File: src/rtl/uart_pkg.sv
// Shared UART definitions: frame-state encoding and defaults also used by the transmitter.
package uart_pkg;

  localparam int unsigned UART_BIT_TIME_DEFAULT = 2600;
  localparam int unsigned UART_DATA_BITS        = 8;

  typedef enum logic [1:0] {
    IDLE  = 2'd0,
    START = 2'd1,
    DATA  = 2'd2,
    STOP  = 2'd3
  } uart_state_e;

  function automatic logic maj3(input logic a, input logic b, input logic c);
    return (a & b) | (a & c) | (b & c);
  endfunction

endpackage

File: src/rtl/uart_rx_if.sv
// Byte holding-register interface between the UART receiver and its consumer.
interface uart_rx_if;

  logic       rdrf_clr;
  logic [7:0] rx_data;
  logic       rdrf;
  logic       fe;
  logic       oe;
  logic       busy;

  // Consumer side: acknowledges bytes, reads data and status.
  modport master (
    output rdrf_clr,
    input  rx_data, rdrf, fe, oe, busy
  );

  // Receiver side.
  modport slave (
    input  rdrf_clr,
    output rx_data, rdrf, fe, oe, busy
  );

endinterface

File: src/rtl/uart_sync2.sv
// Two-flop synchroniser for an asynchronous single-bit input, with selectable reset value.
module uart_sync2 #(
    parameter logic RESET_VAL = 1'b0
) (
    input  logic clk,
    input  logic rst_n,
    input  logic d,
    output logic q
);

    logic meta;

    always_ff @(posedge clk or negedge rst_n) begin
        if (!rst_n) begin
            meta <= RESET_VAL;
            q    <= RESET_VAL;
        end else begin
            meta <= d;
            q    <= meta;
        end
    end

endmodule

File: src/rtl/uart_rx.sv
// 8N1 UART receiver with rdrf/fe/oe holding register.
// Optional UART_RX_MAJORITY_EN: 2-of-3 majority vote of rx_s at every decision point.
module uart_rx
    import uart_pkg::*;
#(
    parameter int unsigned BIT_TIME = UART_BIT_TIME_DEFAULT,
    parameter int unsigned HALF_BIT = BIT_TIME / 2
) (
    input  logic        clk,
    input  logic        clr_n,
    input  logic        rxd,
    uart_rx_if.slave    bus
);

    localparam logic [11:0] HALF_LAST = 12'(HALF_BIT - 1);
    localparam logic [11:0] BIT_LAST  = 12'(BIT_TIME - 1);
    localparam logic [11:0] BIT_END   = 12'(BIT_TIME);
    localparam logic [3:0]  LAST_BIT  = 4'(UART_DATA_BITS - 1);

    uart_state_e state, state_nxt;
    logic [11:0] baud_cnt, baud_nxt;
    logic [3:0]  bit_cnt, bit_nxt;
    logic [7:0]  shift, shift_nxt;
    logic        stop_bit, stop_nxt;
    logic        rx_s, rx_d, sample;
    logic        busy, byte_ok, frame_err;
    logic [7:0]  rx_data;
    logic        rdrf, fe, oe;

    uart_sync2 #(.RESET_VAL(1'b1)) u_sync (
        .clk   (clk),
        .rst_n (clr_n),
        .d     (rxd),
        .q     (rx_s)
    );

    always_ff @(posedge clk or negedge clr_n) begin
        if (!clr_n) rx_d <= 1'b1;
        else        rx_d <= rx_s;
    end

`ifdef UART_RX_MAJORITY_EN
    // rx_d already holds rx_s one cycle back; only the two-back tap is extra.
    logic rx_h2;

    always_ff @(posedge clk or negedge clr_n) begin
        if (!clr_n) rx_h2 <= 1'b1;
        else        rx_h2 <= rx_d;
    end

    assign sample = maj3(rx_s, rx_d, rx_h2);

    if (BIT_TIME < 6) begin : g_bit_time_check
        $error("uart_rx: BIT_TIME must be >= 6 with majority sampling");
    end
`else
    assign sample = rx_s;
`endif

    always_ff @(posedge clk or negedge clr_n) begin
        if (!clr_n) begin
            state    <= IDLE;
            baud_cnt <= '0;
            bit_cnt  <= '0;
            shift    <= '0;
            stop_bit <= 1'b0;
        end else begin
            state    <= state_nxt;
            baud_cnt <= baud_nxt;
            bit_cnt  <= bit_nxt;
            shift    <= shift_nxt;
            stop_bit <= stop_nxt;
        end
    end

    always_comb begin
        state_nxt = state;
        baud_nxt  = baud_cnt;
        bit_nxt   = bit_cnt;
        shift_nxt = shift;
        stop_nxt  = stop_bit;
        unique case (state)
            IDLE: begin
                // Edge-only detection also keeps a held-low break from restarting a frame.
                if (rx_d && !rx_s) begin
                    state_nxt = START;
                    baud_nxt  = '0;
                end
            end
            START: begin
                if (baud_cnt == HALF_LAST) begin
                    if (!sample) begin
                        state_nxt = DATA;
                        baud_nxt  = '0;
                        bit_nxt   = '0;
                    end else begin
                        state_nxt = IDLE;
                    end
                end else begin
                    baud_nxt = baud_cnt + 12'd1;
                end
            end
            DATA: begin
                if (baud_cnt == BIT_LAST) begin
                    shift_nxt = {sample, shift[7:1]};
                    bit_nxt   = bit_cnt + 4'd1;
                    baud_nxt  = '0;
                    if (bit_cnt == LAST_BIT) state_nxt = STOP;
                end else begin
                    baud_nxt = baud_cnt + 12'd1;
                end
            end
            STOP: begin
                // Stop sample is registered, then applied one cycle later while still busy.
                if (baud_cnt == BIT_END) begin
                    state_nxt = IDLE;
                end else begin
                    if (baud_cnt == BIT_LAST) stop_nxt = sample;
                    baud_nxt = baud_cnt + 12'd1;
                end
            end
            default: state_nxt = IDLE;
        endcase
    end

    always_comb begin
        busy      = (state != IDLE);
        byte_ok   = (state == STOP) && (baud_cnt == BIT_END) && stop_bit;
        frame_err = (state == STOP) && (baud_cnt == BIT_END) && !stop_bit;
    end

    // A set in the same cycle as rdrf_clr wins; an acknowledged byte never raises oe.
    always_ff @(posedge clk or negedge clr_n) begin
        if (!clr_n) begin
            rx_data <= '0;
            rdrf    <= 1'b0;
            fe      <= 1'b0;
            oe      <= 1'b0;
        end else begin
            if (byte_ok) rx_data <= shift;
            rdrf <= byte_ok | (rdrf & ~bus.rdrf_clr);
            fe   <= frame_err | (fe & ~bus.rdrf_clr);
            oe   <= (byte_ok & rdrf & ~bus.rdrf_clr) | (oe & ~bus.rdrf_clr);
        end
    end

    assign bus.rx_data = rx_data;
    assign bus.rdrf    = rdrf;
    assign bus.fe      = fe;
    assign bus.oe      = oe;
    assign bus.busy    = busy;

endmodule

File: src/flat_wrapper.sv
// flat-port wrapper written by rule: the top's interface ports become plain ports
module uart_rx_flat import uart_pkg::*;
#(
    parameter int unsigned BIT_TIME = UART_BIT_TIME_DEFAULT,
    parameter int unsigned HALF_BIT = BIT_TIME / 2
)
  (clk, clr_n, rxd, bus_rdrf_clr, bus_rx_data, bus_rdrf, bus_fe, bus_oe, bus_busy);
  uart_rx_if bus_i ();
  input  logic clk;
  input  logic clr_n;
  input  logic rxd;
  input wire logic [$bits(bus_i.rdrf_clr)-1:0] bus_rdrf_clr;
  output wire logic [$bits(bus_i.rx_data)-1:0] bus_rx_data;
  output wire logic [$bits(bus_i.rdrf)-1:0] bus_rdrf;
  output wire logic [$bits(bus_i.fe)-1:0] bus_fe;
  output wire logic [$bits(bus_i.oe)-1:0] bus_oe;
  output wire logic [$bits(bus_i.busy)-1:0] bus_busy;
  assign bus_i.rdrf_clr = bus_rdrf_clr;
  assign bus_rx_data = bus_i.rx_data;
  assign bus_rdrf = bus_i.rdrf;
  assign bus_fe = bus_i.fe;
  assign bus_oe = bus_i.oe;
  assign bus_busy = bus_i.busy;
  uart_rx #(.BIT_TIME(BIT_TIME), .HALF_BIT(HALF_BIT)) u_core (.clk(clk), .clr_n(clr_n), .rxd(rxd), .bus(bus_i));
endmodule
File: config.mk
export PLATFORM = sky130hd
export DESIGN_NAME = uart_rx_flat
export DESIGN_NICKNAME = d
export VERILOG_FILES = /design/src/rtl/uart_pkg.sv /design/src/rtl/uart_rx_if.sv /design/src/rtl/uart_sync2.sv /design/src/rtl/uart_rx.sv /design/src/flat_wrapper.sv
export SDC_FILE = /design/constraint.sdc
export NUM_CORES = 1
export LEC_CHECK = 0
export ABC_AREA = 1
export BUFFER_PORTS_ARGS = -buffer_cell sky130_fd_sc_hd__buf_2
export CAP_MARGIN = 40
export CORE_ASPECT_RATIO = 1.4
export CORE_MARGIN = 5
export CORE_UTILIZATION = 50
export DETAILED_ROUTE_END_ITERATION = 16
export GPL_ROUTABILITY_DRIVEN = 0
export PLACE_DENSITY = 0.79
export RECOVER_POWER = 100
export SYNTH_ARGS = -nofsm -noshare
export SYNTH_HDL_FRONTEND = slang
export SYNTH_SLANG_ARGS = --single-unit
File: constraint.sdc
create_clock -name clk -period 4.4 [get_ports clk]
set_input_delay 0.22 -clock clk [delete_from_list [all_inputs] [get_ports clk]]
set_output_delay 0.22 -clock clk [all_outputs]
set_load 0.02 [all_outputs]
==> results of run 1 <==
==> state kept, by name, summed over array words and instances, names as in the netlist, named ones only <==
register	cells
u_core.u_sync.q	1
u_core.state	1
u_core.rx_d	1
u_core.baud_cnt	12
u_core.bus.oe	1
u_core.u_sync.meta	1
u_core.bus.rx_data	8
u_core.bus.fe	1
u_core.stop_bit	1
u_core.bit_cnt	4
u_core.shift	8
u_core.bus.rdrf	1
==> worst paths after layout <==
kind,from,to,slack [ns],cells after the start
worst min register to register,u_core.u_sync.meta$_DFF_PN1_,u_core.u_sync.q$_DFF_PN1_,0.37,0
worst min-delay path,rxd,u_core.u_sync.meta$_DFF_PN1_,0.02,1
worst max-delay path,clr_n,u_core.bus.rx_data[2]$_DFFE_PN0P_,2.12,3
worst max register to register,u_core.state[0]$_DFFE_PN0P_,u_core.bit_cnt[0]$_DFFE_PN0P_,2.21,4
max in group clk,u_core.state[0]$_DFFE_PN0P_,u_core.bit_cnt[0]$_DFFE_PN0P_,2.21,4
min in group asynchronous,clr_n,u_core.baud_cnt[7]$_DFFE_PN0P_,0.47,2
==> synthesized netlist by cell type, drive strengths merged <==
cell type / count
nand4: 9
o22ai: 1
xor2: 4
nor3b: 2
ha: 3
or2: 2
nor3: 2
nor2: 26
inv: 34
buf: 8
nand2: 93
a21oi: 1
nand3: 28
o211ai: 4
dfstp: 3
o21ai: 30
and2: 1
dfrtp: 38
==> power by group <==
part	switching [µW]	internal [µW]	total (µW)	leakage, µW
Sequential	36.8	402	438	0.000555
Combinational	191	66.3	257	0.000518
Clock	121	110	231	0.0000450
==> per-layer routing <==
metal | part of all wire [%] | wire length, µm | global-route usage (%) | vias up
met1 | 44 | 1990 | 19.4 | 804
met2 | 49 | 2200 | 27.7 | 43
met5 | 0 | 0 | 0 | -
li1 | - | - | - | 968
met3 | 4.6 | 208 | 3.99 | 11
met4 | 2.5 | 111 | 7.93 | 0
==> layout make-up <==
cell class | count | area share, %
clock buffers | 6 | 3.07
well taps | 62 | 3.28
flip-flops and latches | 41 | 43.5
inverters | 34 | 5.40
repair buffers | 17 | 3.07
clock inverters | 2 | 0.423
multi-input cells | 206 | 41.2
==> worst reg2reg max path: stages (launching register included) <==
cell     delay, ns
dfrtp_1       0.47
nor2_1        0.64
nand3_1       0.58
or2_1         0.38
nand2_1       0.06
==> metrics by stage <==
stage	total power (µW)	cell area [µm²]
floorplan	664	2270
global placement	715	2360
detailed placement	725	2380
CTS	962	2470
global route	987	2360
finish	927	2360
==> kinds of logic after synthesis <==
kind of cell               count (synthesis)
adders and majority gates                  3
xor gates and xnor gates                   4
AOI/OAI and AO/OA                         36
buffers and inverters                     42
DFF                                       41
and+or+nand+nor                          163
==> layout by cell type, fill, tap and decap left out, types with 2 or more instances in the layout <==
cell | netlist | final
inv_2 | 11 | 6
inv_1 | 23 | 28
nand3_1 | 25 | 28
nor3_1 | 2 | 2
ha_1 | 3 | 3
clkinv_2 | 0 | 2
nand2_1 | 92 | 92
nor2_1 | 20 | 24
nand4_1 | 8 | 9
dfrtp_1 | 38 | 38
nor3b_1 | 2 | 2
clkbuf_1 | 0 | 15
o21ai_0 | 7 | 20
o21ai_2 | 9 | 3
o21ai_1 | 14 | 7
clkbuf_8 | 0 | 5
dfstp_2 | 3 | 2
buf_2 | 2 | 2
xor2_1 | 4 | 4
o211ai_1 | 4 | 4
==> flow_metrics.env, run 1 <==
export IMPL_rsz0062_at_grt="false"
export IMPL_crit_family="buffers and inverters"
export IMPL_slew_violations=31
export IMPL_critPathMaxFanout=30
export IMPL_cts_sinks=41
export IMPL_grt_pass1_vias=1735
export IMPL_htree_levels=2
export IMPL_syn_num_nets=296
export IMPL_post_place_ws_ns=2.64
export IMPL_synth_seq_cells=41
export IMPL_synth_compound_area_share_pct=9.93
export IMPL_post_synth_instance_area_um2=2270
export IMPL_p_leak_uw=0.00112
export IMPL_arrival_ns=2.42
export IMPL_cts_resized=0
export IMPL_synth_top_area_cell="dfrtp_1"
export IMPL_ir_drop_v=0.000197
export IMPL_synthXorXnorAreaFrac_pct=1.54
export IMPL_timing_final_ws_setup_ns=2.12
export IMPL_grt_usage_pct=16.4
export IMPL_dieArea_um2=6000
export IMPL_synth_simple_gate_area_share_pct=33.3
export IMPL_tightest_slew_ns=1.51
export IMPL_synth_mux_area_share_pct=0
export IMPL_cp_buffers_inverters=3
export IMPL_io_pins=16
export IMPL_multiInputGateArea_um2=975
export IMPL_cts_tree="yes"
export IMPL_wl_per_cell_um=12.3
export IMPL_ys_warn_count=0
export IMPL_drive_gt1_share_pct=7.52
export IMPL_violations="capacitance limit, slew limit"
export IMPL_end_kind="async pin"
export IMPL_power_density_nw_per_um2=392
export IMPL_seq_area_um2=1030
export IMPL_crit_slowest_cell="clkbuf_1"
export IMPL_utilization_pct=53.0
export IMPL_crit_chain="dlygate4sd3_1, clkbuf_1, clkbuf_1"
export IMPL_start_util_pct=50.8
export IMPL_critical_path_max_stage_delay_ns=1.16
export IMPL_grt_max_degree=31
export IMPL_antenna_left=0
export IMPL_grt_overflow_total=0
export IMPL_synthCells=289
export IMPL_setup_tns_final_ns=0
export IMPL_via_per_inst=4.96
export IMPL_finalCriticalPeriod_ns=2.28
export IMPL_crit_required_ns=4.54
export IMPL_root_buffer="clkbuf_8"
export IMPL_io_buffers=15
export IMPL_syn_avg_cell_area_um2=7.85
export IMPL_clock_path_buffers=2
export IMPL_cp_common_cell="clkbuf_1"
export IMPL_critPathKind="in2async"
export IMPL_slew_headroom_pct=-0.565
export IMPL_hp_class="in2reg"
export IMPL_num_vias=1826
export IMPL_grt_first_pass_wirelength_um=7530
export IMPL_finalHoldViolations=0
export IMPL_dp_cells=359
export IMPL_clk_latency_ns=0.29
export IMPL_postCtsHoldBufs=1
export IMPL_synth_top_family_by_area="simple AND/OR/NAND/NOR gates"
export IMPL_syn_to_final_growth_pct=4.25
export IMPL_drt_pre_antenna_iters=4
export IMPL_fillerInstances=446
export IMPL_cts_clk_slew_worst_paths_ns=0.07
export IMPL_die_w_um=66.9
export IMPL_max_freq_mhz=438
export IMPL_maxCapViolations=1
export IMPL_crit_path_start_kind="input port"
export IMPL_dpl_hpwl_um=3460
export IMPL_status="complete, but fails checks"
export IMPL_diodes=0
export IMPL_antenna_found_initial=0
export IMPL_synthDistinctLibCells=30
export IMPL_setup_violations=0
export IMPL_drc=0
export IMPL_wl_um=4510
export IMPL_nNetsFinal=312
export IMPL_cts_buffers=5
export IMPL_postCtsSetupBuffers=0
export IMPL_finClkSkew_ns=0.00517
export IMPL_drt_iter0_drc=126
export IMPL_rows=29
export IMPL_seq_area_frac_synth_pct=45.4
export IMPL_core_area_um2=4460
export IMPL_synth_top_cell_area_share_pct=41.9
export IMPL_period_share_pct=51.9
export IMPL_hold_slack_ns=0.0194
export IMPL_synth_area_leaders="dfrtp_1 (42%), nand2_1 (15%), nand3_1 (5.5%)"
export IMPL_instances_no_fill=368
export IMPL_synthAdderAreaFrac_pct=1.65
export IMPL_fp_dieH_um=89.7
(Power assumes the default switching activity.)
==> run 2: changes to the inputs <==
==> constraint.sdc (replaced) <==
create_clock -name clk -period 2.3 [get_ports clk]
set_input_delay 0.115 -clock clk [delete_from_list [all_inputs] [get_ports clk]]
set_output_delay 0.115 -clock clk [all_outputs]
set_load 0.02 [all_outputs]
==> run 2 against run 1 <==
  * The flow now finishes without violations
  * Sequential power increased by 93%
  * Die area did not move
  * Power is 97% higher
  * Flip-flop and latch count is the same
  * Final area grew 2.0%
==> flow_metrics.env, run 2 (synthesis gave the netlist of run 1 again) <==
export IMPL_critPathKind="reg2reg"
export IMPL_syn_to_final_growth_pct=6.34
export IMPL_num_vias=1892
export IMPL_clk_latency_ns=0.29
export IMPL_arrival_ns=2.09
export IMPL_core_area_um2=4460
export IMPL_diodes=0
export IMPL_p_leak_uw=0.00114
export IMPL_crit_chain="ha_1, nand2_2, nor2_1, nand3_1, nand2_1, nand2_1, nor2_1, nand2_1, nand2_1, nand2_1"
export IMPL_antenna_left=0
export IMPL_period_share_pct=82.8
export IMPL_wl_per_cell_um=11.7
export IMPL_cp_buffers_inverters=0
export IMPL_cp_common_cell="nand2_1"
export IMPL_slew_headroom_pct=47.5
export IMPL_combPwrFrac_pct=28.7
export IMPL_root_buffer="clkbuf_8"
export IMPL_via_per_inst=5.11
export IMPL_p_seq_share_pct=46.3
export IMPL_max_freq_mhz=525
export IMPL_finalHoldViolations=0
export IMPL_die_w_um=66.9
export IMPL_wl_um=4330
export IMPL_slew_violations=0
export IMPL_drive_gt1_share_pct=9.74
export IMPL_drc=0
export IMPL_start_util_pct=50.8
export IMPL_crit_slowest_cell="dfrtp_1"
export IMPL_crit_required_ns=2.49
export IMPL_rsz0062_at_grt="false"
export IMPL_final_cell_mix="nand2_1 (92), dfrtp_1 (38), nand3_1 (26)"
export IMPL_postCtsSetupBuffers=0
export IMPL_clockPowerShare_pct=25.0
export IMPL_switchingPower_uw=704
export IMPL_grt_max_degree=28
export IMPL_utilization_pct=54.1
export IMPL_regMostFlops="u_core.baud_cnt"
export IMPL_cts_tree="yes"
export IMPL_tightest_slew_ns=0.788
export IMPL_grt_pass1_vias=1793
export IMPL_swShare_pct=38.6
export IMPL_drt_pre_antenna_iters=4
export IMPL_final_area_um2=2410
export IMPL_drt_iter0_drc=107
export IMPL_power_density_nw_per_um2=757
export IMPL_ir_drop_v=0.000397
export IMPL_critical_path_max_stage_delay_ns=0.42
export IMPL_grt_overflow_total=0
export IMPL_finClkSkew_ns=0.00771
export IMPL_io_pins=16
export IMPL_nNetsFinal=314
export IMPL_dpl_hpwl_um=3300
export IMPL_clock_path_buffers=2
export IMPL_placed_cell_area_um2=2390
export IMPL_io_buffers=15
export IMPL_crit_family="simple AND/OR/NAND/NOR gates"
export IMPL_setup_violations=0
export IMPL_largest_register_ffs=12
export IMPL_dieArea_um2=6000
export IMPL_maxCapViolations=0
export IMPL_rows=29
export IMPL_finalCriticalPeriod_ns=1.90
export IMPL_crit_path_start_kind="flip-flop"
export IMPL_setup_tns_final_ns=0
export IMPL_end_kind="flip-flop"
export IMPL_htree_levels=2
export IMPL_hp_class="in2reg"
export IMPL_layout_commonest_cell="nand2_1"
export IMPL_reg_largest_list="u_core.baud_cnt (12), u_core.bus.rx_data (8), u_core.shift (8)"
export IMPL_grt_first_pass_wirelength_um=7560
export IMPL_grt_usage_pct=16.3
export IMPL_fp_dieH_um=89.7
export IMPL_status="finished clean"
export IMPL_cts_clk_slew_worst_paths_ns=0.08
export IMPL_antenna_found_initial=0
export IMPL_cts_resized=0
export IMPL_critPathMaxFanout=6
export IMPL_cts_buffers=5
export IMPL_cts_sinks=41
export IMPL_internal_power_uw=1120
## run 2: metal layers
metal,track usage [%],routed length [µm],vias to the layer above
met5,0,0,-
met4,7.56,109,0
met3,3.11,196,13
met2,28.1,2140,45
met1,19.5,1880,872
li1,-,-,962
## run 2: timing repair
action	CTS	global route
hold endpoints to repair	13	0
endpoints found under the setup margin	0	0
hold buffers	2	0
## run 2: path summary, 6_finish.rpt
check / depth (start not counted) / to / slack, ns / start
min in group asynchronous: 2 / u_core.baud_cnt[9]$_DFFE_PN0P_ / 0.42 / clr_n
max in group asynchronous: 3 / u_core.bus.rx_data[2]$_DFFE_PN0P_ / 0.79 / clr_n
worst min register to register: 0 / u_core.u_sync.q$_DFF_PN1_ / 0.36 / u_core.u_sync.meta$_DFF_PN1_
worst max register to register: 10 / flip-flop / 0.40 / u_core.baud_cnt[1]$_DFFE_PN0P_
worst min-delay path: 2 / u_core.bus.oe$_DFF_PN0_ / 0.02 / bus_rdrf_clr
worst max-delay path: 10 / flip-flop / 0.40 / u_core.baud_cnt[1]$_DFFE_PN0P_
## run 2: cell type report
type                       instances  area, µm²
clock buffer                       5       68.8
tap                               62       77.6
timing repair buffer              19       91.3
fill                             445       2050
sequential                        41       1030
inverter                          34        128
clock inverter                     3       17.5
multi-input combinational        206       1000
## run 2: per-stage QoR
| stage | hold WS, ns | total power (µW) | std cells | setup WS, ns |
|---|---|---|---|---|
| floorplan | -0.181 | 1270 | 289 | 0.814 |
| global placement | 0.221 | 1390 | 359 | 0.609 |
| detailed placement | 0.0442 | 1400 | 360 | 0.571 |
| CTS | 0.0133 | 1860 | 370 | 0.558 |
| global route | 0.0227 | 1960 | 370 | 0.229 |
| finish | 0.0179 | 1830 | 370 | 0.397 |
## run 2: power groups by stage
stage               clock network [µW]  logic [µW]  registers, µW
floorplan                            0         452            818
global placement                     0         534            853
detailed placement                   0         542            857
CTS                                472         548            843
global route                       495         611            855
finish                             457         524            845
